===== config.mk =====
export PLATFORM = sky130hd
export DESIGN_NAME = planta_engarrafamento
export DESIGN_NICKNAME = d
export VERILOG_FILES = /design/src/rtl/planta_engarrafamento.sv
export SDC_FILE = /design/constraint.sdc
export NUM_CORES = 1
export LEC_CHECK = 0
export ABC_AREA = 1
export BUFFER_PORTS_ARGS = -buffer_cell sky130_fd_sc_hd__buf_4
export CAP_MARGIN = 10
export CORE_ASPECT_RATIO = 1.1
export CORE_UTILIZATION = 55
export CTS_CLUSTER_DIAMETER = 150
export DETAILED_ROUTE_END_ITERATION = 6
export PLACE_DENSITY = 0.86
export SYNTH_ARGS = -nofsm -noshare
export SYNTH_HDL_FRONTEND = slang
export SYNTH_SLANG_ARGS = --single-unit

===== constraint.sdc =====
create_clock -name clk -period 1.4 [get_ports clk]
set_input_delay 0.28 -clock clk [delete_from_list [all_inputs] [get_ports clk]]
set_output_delay 0.28 -clock clk [all_outputs]
set_load 0.01 [all_outputs]

===== src/rtl/planta_engarrafamento.sv =====
// planta_engarrafamento
// Behavioural plant model of the bottling line. It sits on the far side of the
// controller's actuator/sensor interface. It consumes the actuator commands and
// returns the sensor feedback that the production FSM reads. It also counts
// finished bottles and latches a fault on any illegal actuator sequence.
//
// Ports:
//   clk           system clock (the divided clock used by the FSMs)
//   reset         asynchronous, active-low reset
//   M             motor command, 1 = belt moving
//   EV            filling valve command, 1 = open
//   VE            sealing command, 1 = sealing active
//   PG            bottle present at station
//   CH            bottle full
//   RO            cork fitted (bottle sealed)
//   fault         sticky illegal-sequence flag
//   bottles_done  completed-bottle count, wraps 255 -> 0
//   state         current state code, for debug/monitoring
//
// Every output is a flop, or a direct copy of one. No input reaches an output
// without passing through a register first.
module planta_engarrafamento #(
  parameter int TRANSPORT_CYCLES = 8,
  parameter int FILL_CYCLES      = 6,
  parameter int SEAL_CYCLES      = 4,
  parameter int CW               = 4
) (
  input  logic       clk,
  input  logic       reset,
  input  logic       M,
  input  logic       EV,
  input  logic       VE,
  output logic       PG,
  output logic       CH,
  output logic       RO,
  output logic       fault,
  output logic [7:0] bottles_done,
  output logic [2:0] state
);

  typedef enum logic [2:0] {
    TRANSPORTE  = 3'd0,
    POSICIONADA = 3'd1,
    CHEIA       = 3'd2,
    VEDADA      = 3'd3,
    FALHA       = 3'd4
  } state_t;

  // Last count value of each phase. The phase completes on the edge that
  // samples the actuator while cnt already holds this value.
  localparam logic [CW-1:0] T_LAST = CW'(TRANSPORT_CYCLES - 1);
  localparam logic [CW-1:0] F_LAST = CW'(FILL_CYCLES - 1);
  localparam logic [CW-1:0] S_LAST = CW'(SEAL_CYCLES - 1);

  state_t        st;
  logic [CW-1:0] cnt;

  // PG, CH and RO are set or cleared only when a transition happens. That is
  // why FALHA holds them at whatever values they had in the state that faulted.
  // In every state the fault checks come before the progress checks, so a fault
  // wins over a completion in the same cycle.
  always_ff @(posedge clk or negedge reset) begin
    if (!reset) begin
      st           <= TRANSPORTE;
      cnt          <= '0;
      bottles_done <= '0;
      fault        <= 1'b0;
      PG           <= 1'b0;
      CH           <= 1'b0;
      RO           <= 1'b0;
    end else begin
      case (st)
        TRANSPORTE: begin
          if (EV || VE) begin
            st    <= FALHA;
            fault <= 1'b1;
          end else if (M) begin
            if (cnt == T_LAST) begin
              st  <= POSICIONADA;
              cnt <= '0;
              PG  <= 1'b1;
            end else begin
              cnt <= cnt + 1'b1;
            end
          end
        end

        POSICIONADA: begin
          if (M || VE) begin
            st    <= FALHA;
            fault <= 1'b1;
          end else if (EV) begin
            if (cnt == F_LAST) begin
              st  <= CHEIA;
              cnt <= '0;
              CH  <= 1'b1;
            end else begin
              cnt <= cnt + 1'b1;
            end
          end
        end

        CHEIA: begin
          if (EV || M) begin
            st    <= FALHA;
            fault <= 1'b1;
          end else if (VE) begin
            if (cnt == S_LAST) begin
              st  <= VEDADA;
              cnt <= '0;
              RO  <= 1'b1;
            end else begin
              cnt <= cnt + 1'b1;
            end
          end
        end

        VEDADA: begin
          // VE is allowed to stay high here. The controller may keep sealing
          // for a few extra cycles.
          if (EV) begin
            st    <= FALHA;
            fault <= 1'b1;
          end else if (M) begin
            st           <= TRANSPORTE;
            cnt          <= '0;
            bottles_done <= bottles_done + 8'd1;
            PG           <= 1'b0;
            CH           <= 1'b0;
            RO           <= 1'b0;
          end
        end

        FALHA: begin
          // Absorbing state. Only reset leaves it.
        end

        default: begin
          st    <= FALHA;
          fault <= 1'b1;
        end
      endcase
    end
  end

  assign state = st;

endmodule


# [After elaboration in Yosys (flattened, before gate mapping)]
# Index checks and enable logic that the tools add are counted.
# Widths: inputs -> output; s select.
[classes] n_addsub=2 multipliers=0 n_div=0 n_lt_le_gt_ge=0 n_eq_ne=29 shifts=0 muxes=43 bitwise_logic=2 reduce_logical=15
[op_table] operator="$mux 4" n=11
[op_table] operator="$mux 3" n=11
[op_table] operator="$ne 2x2->1 const B" n=15
[op_table] operator="$ne 3x3->1 const B" n=7
[op_table] operator="$reduce_and 6->1" n=3
[op_table] operator="$pmux 4 s4" n=1
[op_table] operator="$mux 1" n=15
[op_table] operator="$pmux 3 s5" n=1
[op_table] operator="$reduce_and 9->1" n=1
[op_table] operator="$add 8x1->8 const B" n=1
[op_table] operator="$eq 4x3->1 const B" n=2
[op_table] operator="$reduce_and 8->1" n=1
[op_table] operator="$eq 3x2->1 const B" n=2
[op_table] operator="$pmux 1 s2" n=3
[op_table] operator="$reduce_bool 2->1" n=3
[op_table] operator="$pmux 1 s5" n=1
[op_table] operator="$reduce_and 5->1" n=1
[op_table] operator="$add 4x1->4 const B" n=1
[op_table] operator="$eq 4x2->1 const B" n=1
[op_table] operator="$reduce_bool 4->1" n=1
[op_table] operator="$eq 3x1->1 const B" n=1
[op_table] operator="$eq 3x3->1 const B" n=1
[op_table] operator="$logic_not 3->1" n=1
[op_table] operator="$logic_or 1x1->1" n=3
[op_table] operator="other kinds (2)" n=3
[totals] register_bits=19 latchBits=0 ram_bits=0 romBits=0 word_cells=98 mem_count=0

# [Depth between registers and ports, before layout]
# Gate-level depths: netlist of run 1.
[logic_depth] ltp_word=5 ltp_mapped=10 ltp_nobuf=10

# [Least setup slack after synthesis of run 1]
# No wires, ideal clock.
[synth_path] path_type="flip-flop to flip-flop" startpoint="register st[2] (netlist: state[2])" endpoint="register bottles_done[6]" setup_time_ns=0.117 arrival_time_ns=1.199 path_slack_ns=0.084 path_stages_with_launch=9 n_path_buf=0 period_less_slack_ns=1.316 path_cell_list="dfrtp_1 -> inv_2 -> nand2_2 -> nor2_4 -> nand3_2 -> nor2_2 -> nand3_1 -> nand2_1 -> nand2_1"
[synth_via] elab_chain_len=2
[synth_lines] item="start: declaration" line_no="55" source="state_t st;"
[synth_lines] item="start signal: assignment" line_no="64" source="st <= TRANSPORTE;"
[synth_lines] item="start signal: assignment" line_no="75" source="st <= FALHA;"
[synth_lines] item="start signal: assignment" line_no="79" source="st <= POSICIONADA;"
[synth_lines] item="$eq 3x2->1" line_no="72" source="case (st)"
[synth_lines] item="$reduce_and 3->1 (no source line)"
[synth_lines] item="end signal: assignment" line_no="127" source="bottles_done <= bottles_done + 8'd1;"
[synth_lines] item="end: declaration" line_no="37" source="output logic [7:0] bottles_done,"
# No other way between the ends.
# A chain may end at the register's enable or synchronous reset.

# [Final worst setup path of run 1]
[layout_path] startpoint="register cnt[0]" endpoint="register PG"
[layout_via] elab_chain_len=3
[layout_lines] item="start: declaration" line_no="56" source="logic [CW-1:0] cnt;"
[layout_lines] item="start signal: assignment" line_no="83" source="cnt <= cnt + 1'b1;"
[layout_lines] item="start signal: assignment" line_no="98" source="cnt <= cnt + 1'b1;"
[layout_lines] item="start signal: assignment" line_no="113" source="cnt <= cnt + 1'b1;"
[layout_lines] item="$eq 4x3->1" line_no="78" source="if (cnt == T_LAST) begin"
[layout_lines] item="$ne 2x2->1 (no source line)"
[layout_lines] item="$reduce_and 6->1 (no source line)"
[layout_lines] item="end signal: assignment" line_no="68" source="PG <= 1'b0;"
[layout_lines] item="end signal: assignment" line_no="81" source="PG <= 1'b1;"
[layout_lines] item="end signal: assignment" line_no="128" source="PG <= 1'b0;"
[layout_lines] item="end: declaration" line_no="33" source="output logic PG,"
# No other way between the ends.

==> results of run 1 <==
-- area by class of cell --
class	instances	area (um^2)
Clock buffer	3	22.52
Clock inverter	1	5.005
Fill cell	140	395.4
Inverter	22	85.08
Multi-Input combinational cell	126	735.7
Sequential cell	19	479.2
Tap cell	28	35.03
Timing Repair Buffer	37	284.0
-- worst max-delay path, stage by stage, from the launching register on --
cell     delay (ns)
dfrtp_2        0.44
ha_2           0.22
nand2_1        0.07
inv_2          0.10
nand2_4        0.08
o21ai_1        0.15
nand3_1        0.09
a21oi_1        0.14
-- per-layer routing --
metal / GRT usage / share of wire
met1: 0.3770 / 0.40
met4: 0.1000 / 0.029
met3: 0.07067 / 0.064
met2: 0.4861 / 0.51
met5: 0 / 0
-- layout by cell type (no fill, tap or decap), types with 4 or more instances in the layout --
master	instances
nand2_1	41
buf_4	35
nand3_1	26
dfrtp_1	16
inv_1	14
nor2_1	10
inv_2	7
nor2_2	5
o21ai_1	5
nand2_2	4
xor2_1	4
a21oi_1	4
nand4_1	4
-- registers in the layout, summed over array words and instances (netlist names) --
signal	flops
CH	1
RO	1
bottles_done	8
state	3
cnt	4
fault	1
PG	1
-- logic make-up after synthesis --
| kind of cell | synth area share |
|---|---|
| fa+ha+maj | 0.03116 |
| buf+inv | 0.06957 |
| simple gates | 0.3801 |
| xor+xnor | 0.04361 |
| compound gates | 0.08099 |
| flops | 0.3946 |
-- metrics by stage --
| stage | total power [mW] | hold WS (ns) |
|---|---|---|
| finish | 0.8852 | 0.3219 |
| detailed placement | 0.6072 | 0.1652 |
| floorplan | 0.5737 | -0.01559 |
| global placement | 0.6052 | 0.1627 |
| CTS | 0.8888 | 0.3237 |
| global route | 0.9246 | 0.3086 |
-- what timing repair did --
action,CTS,global route
gates resized for setup,5,27
endpoints found under the setup margin,8,14
pin swaps,0,3
hold buffers,1,0
hold endpoints to repair,19,0
buffers inserted,0,2
-- final timing paths --
check | end
setup / recovery | PG
hold / removal | state[1]
min in group asynchronous | cnt[0]
max in group asynchronous | fault
setup reg to reg | PG
hold reg to reg | CH
-- power groups by stage --
stage          clock network [mW]  logic (mW)  registers [mW]
5_1_grt                     0.317      0.0562           0.551
6_report                    0.284      0.0502           0.551
2_1_floorplan                   0      0.0115           0.562
3_3_place_gp                    0      0.0439           0.561
3_5_place_dp                    0      0.0456           0.562
4_1_cts                     0.290      0.0479           0.551
==> results_dict.tcl, run 1 <==
set metrics [dict create \
    outcome "completed" \
    grt_pass1_wl_um 5050 \
    synth_edf_count 0 \
    synth_area_leaders "dfrtp_1 39%, nand2_1 14%, nand3_1 12%, inv_1 5.6%, nor2_1 4.0%" \
    ys_seq_area_frac 0.3946 \
    worstPathArrival_ns 1.60 \
    synth_top_area_frac 0.3946 \
    die_w_um 46.63 \
    grt_max_degree 20 \
    fin_ws_ns 0.02715 \
    instances_no_fill 236 \
    ys_top_cells_by_count "44 x nand2_1, 29 x nand3_1, 19 x dfrtp_1, 18 x inv_1, 13 x nor2_1" \
    track_usage 0.2975 \
    routed-via-count 1360 \
    post-synth-top-area-cell "dfrtp_1" \
    async_flop_share 1.000 \
    dp_cells 229 \
    core_mm2 0.002042 \
    cts_max_level 1 \
    start_kind "flip-flop" \
    holdCritPathClass "input pin to flip-flop" \
    drive_gt1_frac 0.3558 \
    row_count 17 \
    drtIter0Drc 56 \
    placed_area_mm2 0.001495 \
    grt_pass1_vias 1217 \
    start_util 0.5901 \
    worstMarginPinSlew_ns 0.2422 \
    critPathLaunch "cnt[0]" \
    synth_ff_type "dfrtp_1" \
    synth_area_mm2 0.001205 \
    path_clk_slew_ns 0.12 \
    die_height_um 51.09 \
    crit_required_ns 1.63 \
    max-cap-violations 0 \
    drc 0 \
    clk_path_buf_depth 2 \
    ys_ff_latch 19 \
    viasPerCell 5.763 \
    whs_path_depth 4 \
    slew-limit-headroom 0.8378 \
    ys_types 23 \
    grt-ovfl-total 0 \
    avgSynthCellArea_um2 7.215 \
    powerDensity_mw_per_mm2 537.6 \
    fin_util 0.8064 \
    p_sw_mw 0.2102 \
    power_frac_clock 0.321 \
    cts.sinks 19 \
    cp_max_fo 5 \
    hold_viol 0 \
    setup-tns-final_ns 0 \
    p_sw_frac 0.2374 \
    min_period_ns 1.373 \
    seqPwrFrac 0.622 \
    clock_latency_ns 0.31 \
    reg2reg_setup_slack_ns 0.03 \
    fmax_ghz 0.7284 \
    post-place-ws_ns -0.04403 \
    drt_first_pass_iters 5 \
    crit_path_end_kind "flip-flop" \
    p_int_mw 0.6750 \
    die_area_mm2 0.002382 \
    reg2regPathDepth 7 \
    yosys_warnings 0 \
    setup_viol 0 \
    ir_drop_uv 571.8 \
    nNetsFinal 217 \
    finClkSkew_ns 0.01523 \
    area_growth_pct 36.66 \
    timing.rr.start "cnt[0]" \
    cts-root-buf "clkbuf_4" \
    io_buffers 19 \
    synth_nets 175 \
    post-dp-hpwl_um 2461 \
    syn-instance-count 167 \
    p_leak_nw 0.8038 \
    antenna_found_initial 0 \
    cts_buffers 3 \
    routed_wl_um 3395 \
    rsz0062_at_grt "true" \
    io_pins 20 \
    period_share 0.9806 \
    place.gp.congestion 0.9189 \
    worstSetupPathType "flip-flop to flip-flop" \
    wl_per_cell_um 14.39 \
    ant_nets 0 \
    finish.instance_area_mm2 0.001647 \
    min_from "VE" \
    antenna_cells 0 \
    cts_tree "done" \
    slew_violations 0 \
    pwr-share-comb 0.057 \
    yosysMostFrequentCell "nand2_1" \
]
Note: power is estimated with default switching activity, not from simulation.
==> inputs of run 2 (changes only) <==
MAX_ROUTING_LAYER = met4   (was not set)
==> results_dict.tcl, run 2 (synthesis gave the netlist of run 1 again) <==
set metrics [dict create \
    area_growth_pct 40.71 \
    critical_path.top_delay_family "flip-flops" \
    grt_max_degree 20 \
    drive_gt1_frac 0.3709 \
    cts-root-buf "clkbuf_4" \
    cpMostUsedCell "buf_4" \
    row_count 17 \
    place.gp.congestion 0.9004 \
    die_w_um 46.63 \
    rsz0062_at_grt "true" \
    fin_ws_ns -0.03373 \
    path_clk_slew_ns 0.12 \
    ant_nets 0 \
    drc 0 \
    io_buffers 19 \
    start_kind "flip-flop" \
    powerDensity_mw_per_mm2 523.1 \
    hold_viol 0 \
    cp_num_buf_inv 2 \
    antenna_found_initial 0 \
    top_register "bottles_done" \
    largest_reg_flops 8 \
    cts_tree "done" \
    track_usage 0.3192 \
    whs_path_depth 4 \
    cts.sinks 19 \
    final_common_cell "nand2_1" \
    setup_viol 1 \
    routed-via-count 1334 \
    slew-limit-headroom 0.8358 \
    core_mm2 0.002042 \
    period_share 1.024 \
    holdCritPathClass "input pin to flip-flop" \
    p_sw_mw 0.2118 \
    slew_violations 0 \
    grt-ovfl-total 0 \
    p_leak_nw 0.8496 \
    timing.rr.start "state[2]" \
    reg2reg_setup_slack_ns -0.03 \
    post-dp-hpwl_um 2509 \
    wl_per_cell_um 14.94 \
    outcome "finished with violations" \
    drt_first_pass_iters 4 \
    power_frac_clock 0.323 \
    crit_required_ns 1.63 \
    final_cell_mix "42 x nand2_1, 39 x buf_4, 26 x nand3_1" \
    grt_pass1_vias 1183 \
    max-cap-violations 0 \
    worstSetupPathType "flip-flop to flip-flop" \
    max_stage_delay_ns 0.42 \
    start_util 0.5901 \
    p_int_mw 0.6750 \
    routed_wl_um 3601 \
    die_height_um 51.09 \
    min_from "VE" \
    seqPwrFrac 0.621 \
    io_pins 20 \
    min_period_ns 1.434 \
    reg2regPathDepth 7 \
    finClkSkew_ns 0.01533 \
    fmax_ghz 0.6975 \
    pwr-share-comb 0.056 \
    critPathSlowestCell "dfrtp_1" \
    crit_path_end_kind "flip-flop" \
    clk_path_buf_depth 2 \
    antenna_cells 0 \
    viasPerCell 5.535 \
    clock_latency_ns 0.31 \
    holdWs_ns 0.3269 \
    cts_max_level 1 \
    fin_util 0.8303 \
    violations "setup timing" \
    drtIter0Drc 56 \
    nNetsFinal 222 \
    ir_drop_uv 604.4 \
    grt_pass1_wl_um 5216 \
    worstMarginPinSlew_ns 0.2463 \
    cp_cell_sequence "buf_4 -> nor2_2 -> nand2_1 -> buf_4 -> o21ai_0 -> nand3_1 -> a21oi_2" \
    r2r_end "PG" \
    p_sw_frac 0.2388 \
    worstPathArrival_ns 1.67 \
    die_area_mm2 0.002382 \
    cts_buffers 3 \
    worstHoldEndpoint "state[1]" \
    cp_max_fo 3 \
]
==> run 2: per-stage QoR <==
stage	TNS [ns]	setup slack (ns)	power [mW]	cell area, um^2	cells
finish	-0.03373	-0.03373	0.8868	1695	241
detailed placement	-0.08832	-0.03880	0.6070	1495	229
floorplan	0	0.08426	0.5737	1205	167
CTS	0	0.0003799	0.8897	1550	234
global placement	0	0.02100	0.6054	1495	229
global route	-0.3529	-0.1018	0.9288	1695	241
==> run 2: worst max path at each step <==
| stage | from | endpoint | slack [ns] | depth (start not counted) |
|---|---|---|---|---|
| 2_1_floorplan | state[2] | bottles_done[6] | 0.08 | 8 |
| 3_3_place_gp | cnt[0] | state[0] | 0.02 | 8 |
| 3_5_place_dp | cnt[0] | state[0] | -0.04 | 8 |
| 4_1_cts | cnt[0] | state[0] | 0.0004 | 10 |
| 5_1_grt | state[2] | PG | -0.10 | 7 |
| 6_report | state[2] | PG | -0.03 | 7 |
==> run 2: cell type report <==
type                            instances  area, um^2
Multi-Input combinational cell        126       744.5
Sequential cell                        19       479.2
Fill cell                             132       346.6
Timing Repair Buffer                   42       325.3
Inverter                               22       83.83
Tap cell                               28       35.03
Clock buffer                            3       22.52
Clock inverter                          1       5.005
==> run 2: what timing repair did <==
item / 4_1_cts / 5_1_grt
pin swaps: 0 / 6
setup endpoints to repair: 6 / 15
hold endpoints to repair: 19 / 0
hold buffers: 1 / 0
buffers inserted: 0 / 7
resized for setup: 5 / 27
==> run 2: tightest hold or removal path, delay by kind of cell <==
kind / cells / cell delay [ns]
compound gates: 1 / 0.07
simple gates: 2 / 0.14
buf+inv: 1 / 0.12
==> run 2: power groups by stage <==
stage                     Combinational (mW)  Sequential (mW)  Clock (mW)
after floorplan                       0.0115            0.562           0
after global placement                0.0441            0.561           0
after detailed placement              0.0457            0.561           0
after CTS                             0.0481            0.551       0.291
after global routing                  0.0548            0.551       0.323
final                                 0.0499            0.551       0.286
==> run 2: routing by layer <==
| layer | up-vias | GRT usage | share of wire | wire length, um |
|---|---|---|---|---|
| met5 | - | - | 0 | 0 |
| li1 | 643 | - | - | - |
| met4 | 0 | 0.1190 | 0.0075 | 27 |
| met1 | 636 | 0.3741 | 0.39 | 1407 |
| met2 | 46 | 0.5278 | 0.56 | 1999 |
| met3 | 9 | 0.06360 | 0.046 | 166 |
==> inputs of run 3 (changes only) <==
CELL_PAD_IN_SITES_DETAIL_PLACEMENT = 0   (was not set)
CELL_PAD_IN_SITES_GLOBAL_PLACEMENT = 1   (was not set)
CORE_UTILIZATION = 39   (was 55)
PLACE_DENSITY = 0.85   (was 0.86)
==> results_dict.tcl, run 3 (synthesis gave the netlist of run 1 again) <==
set metrics [dict create \
    slew-limit-headroom 0.8290 \
    largest_reg_flops 8 \
    wl_met2_um 1482 \
    drtIter0Drc 44 \
    cts_max_level 1 \
    routed_wl_um 3076 \
    die_area_mm2 0.003316 \
    drt_first_pass_iters 4 \
    worstSetupPathType "flip-flop to flip-flop" \
    post-dp-hpwl_um 2222 \
    die_height_um 60.30 \
    final_common_cell "nand2_1" \
    setup_viol 0 \
    p_sw_mw 0.2286 \
    rsz0062_at_grt "true" \
    crit_required_ns 1.65 \
    slew_violations 0 \
    antenna_found_initial 0 \
    min_period_ns 1.362 \
    min_from "VE" \
    seqPwrFrac 0.608 \
    p_int_mw 0.6768 \
    p_leak_nw 0.8449 \
    reg2regPathDepth 8 \
    p_sw_frac 0.2525 \
    hold_viol 0 \
    max-cap-violations 0 \
    met1_length_um 1442 \
    cts_buffers 3 \
    drive_gt1_frac 0.3474 \
    period_share 0.9729 \
    worstMarginPinSlew_ns 0.2565 \
    grt_pass1_vias 1170 \
    clk_path_buf_depth 2 \
    ir_drop_uv 337.7 \
    powerDensity_mw_per_mm2 543.3 \
    cp_max_fo 4 \
    timing.rr.start "cnt[0]" \
    cts-root-buf "clkbuf_4" \
    routed-via-count 1263 \
    path_clk_slew_ns 0.12 \
    place.gp.congestion 0.8775 \
    grt-ovfl-total 0 \
    whs_path_depth 4 \
    highest_layer "met4" \
    finClkSkew_ns 0.002159 \
    io_pins 20 \
    outcome "completed" \
    nFillCells 270 \
    area_growth_pct 38.32 \
    row_count 20 \
    cts_tree "done" \
    core_mm2 0.002853 \
    viasPerCell 5.134 \
    wl_per_cell_um 12.50 \
    grt_max_degree 20 \
    start_util 0.4224 \
    track_usage 0.2109 \
    grt_pass1_wl_um 4933 \
    crit_path_end_kind "flip-flop" \
    antenna_cells 0 \
    io_buffers 19 \
    wl_met3_um 112 \
    ant_nets 0 \
    cts.sinks 19 \
    top_register "bottles_done" \
    nNetsFinal 222 \
    holdWs_ns 0.3157 \
    worstPathArrival_ns 1.62 \
    holdCritPathClass "input pin to flip-flop" \
    r2r_end "RO" \
    setup-tns-final_ns 0 \
    fmax_ghz 0.7342 \
    reg2reg_setup_slack_ns 0.04 \
    start_kind "flip-flop" \
    power_frac_clock 0.335 \
    worstHoldEndpoint "state[1]" \
    die_w_um 55.00 \
    clock_latency_ns 0.31 \
    pwr-share-comb 0.057 \
    drc 0 \
    final_cell_mix "41 x nand2_1, 40 x buf_4, 27 x nand3_1" \
]
[run 3: cell types whose count changed in the layout (fill, tap and decap cells not counted), moves of 2 or more]
| cell | change |
|---|---|
| ha_4 | -2 |
| inv_2 | -3 |
| buf_6 | -2 |
| inv_1 | +3 |
[run 3: per-stage QoR]
stage	total power, mW	area, um^2	std cells	utilization	worst slack [ns]
final	0.9055	1667	246	0.5842	0.03798
after global routing	0.9313	1667	246	0.5842	-0.07759
after CTS	0.9031	1543	239	0.5408	0.007600
after detailed placement	0.6092	1486	232	0.5211	-0.03349
after global placement	0.6088	1486	232	0.5211	0.01535
after floorplan	0.5737	1205	167	-	0.08426
[run 3: worst max-delay path by stage]
stage              from         endpoint  slack [ns]
6_report         cnt[0]               RO        0.04
3_5_place_dp     cnt[1]         state[0]       -0.03
4_1_cts          cnt[1]         state[0]       0.008
3_3_place_gp     cnt[0]         state[0]        0.02
5_1_grt          cnt[1]         state[0]       -0.08
2_1_floorplan  state[2]  bottles_done[6]        0.08
[run 3: power by group through the flow]
| stage | sequential (mW) | clock [mW] | combinational, mW |
|---|---|---|---|
| 2_1_floorplan | 0.562 | 0 | 0.0115 |
| 3_3_place_gp | 0.561 | 0 | 0.0474 |
| 3_5_place_dp | 0.562 | 0 | 0.0477 |
| 4_1_cts | 0.551 | 0.302 | 0.0499 |
| 5_1_grt | 0.551 | 0.323 | 0.0573 |
| 6_report | 0.551 | 0.303 | 0.0515 |
[run 3: timing repair]
action,4_1_cts,5_1_grt
endpoints found under the hold margin,19,0
gates resized for setup,1,25
gates cloned,0,1
hold buffers,1,0
setup endpoints to repair,3,19
setup buffers,2,6
pin swaps,0,3
[run 3: final cells by class]
cell class	instances	area [um^2]	share of cell area
Multi-Input combinational cell	126	716.9	0.4302
Timing Repair inverter	1	5.005	0.003003
Sequential cell	19	478.0	0.2868
Timing Repair Buffer	41	310.3	0.1862
Tap cell	33	41.29	0.02477
Clock buffer	3	22.52	0.01351
Clock inverter	1	5.005	0.003003
Inverter	22	87.58	0.05255
[run 3: layer usage]
layer / up-vias / track usage
met5: - / -
met4: 0 / 0.07500
met3: 5 / 0.02290
met2: 23 / 0.3270
met1: 598 / 0.2798
li1: 637 / -
[run 3: worst max-delay path, stage by stage (launching register included)]
cell,delay (ns)
dfrtp_1,0.41
ha_2,0.21
nand3_1,0.15
buf_4,0.19
nand2_1,0.05
nand3_1,0.06
nor2_1,0.12
nor2_1,0.05
nor2_1,0.07
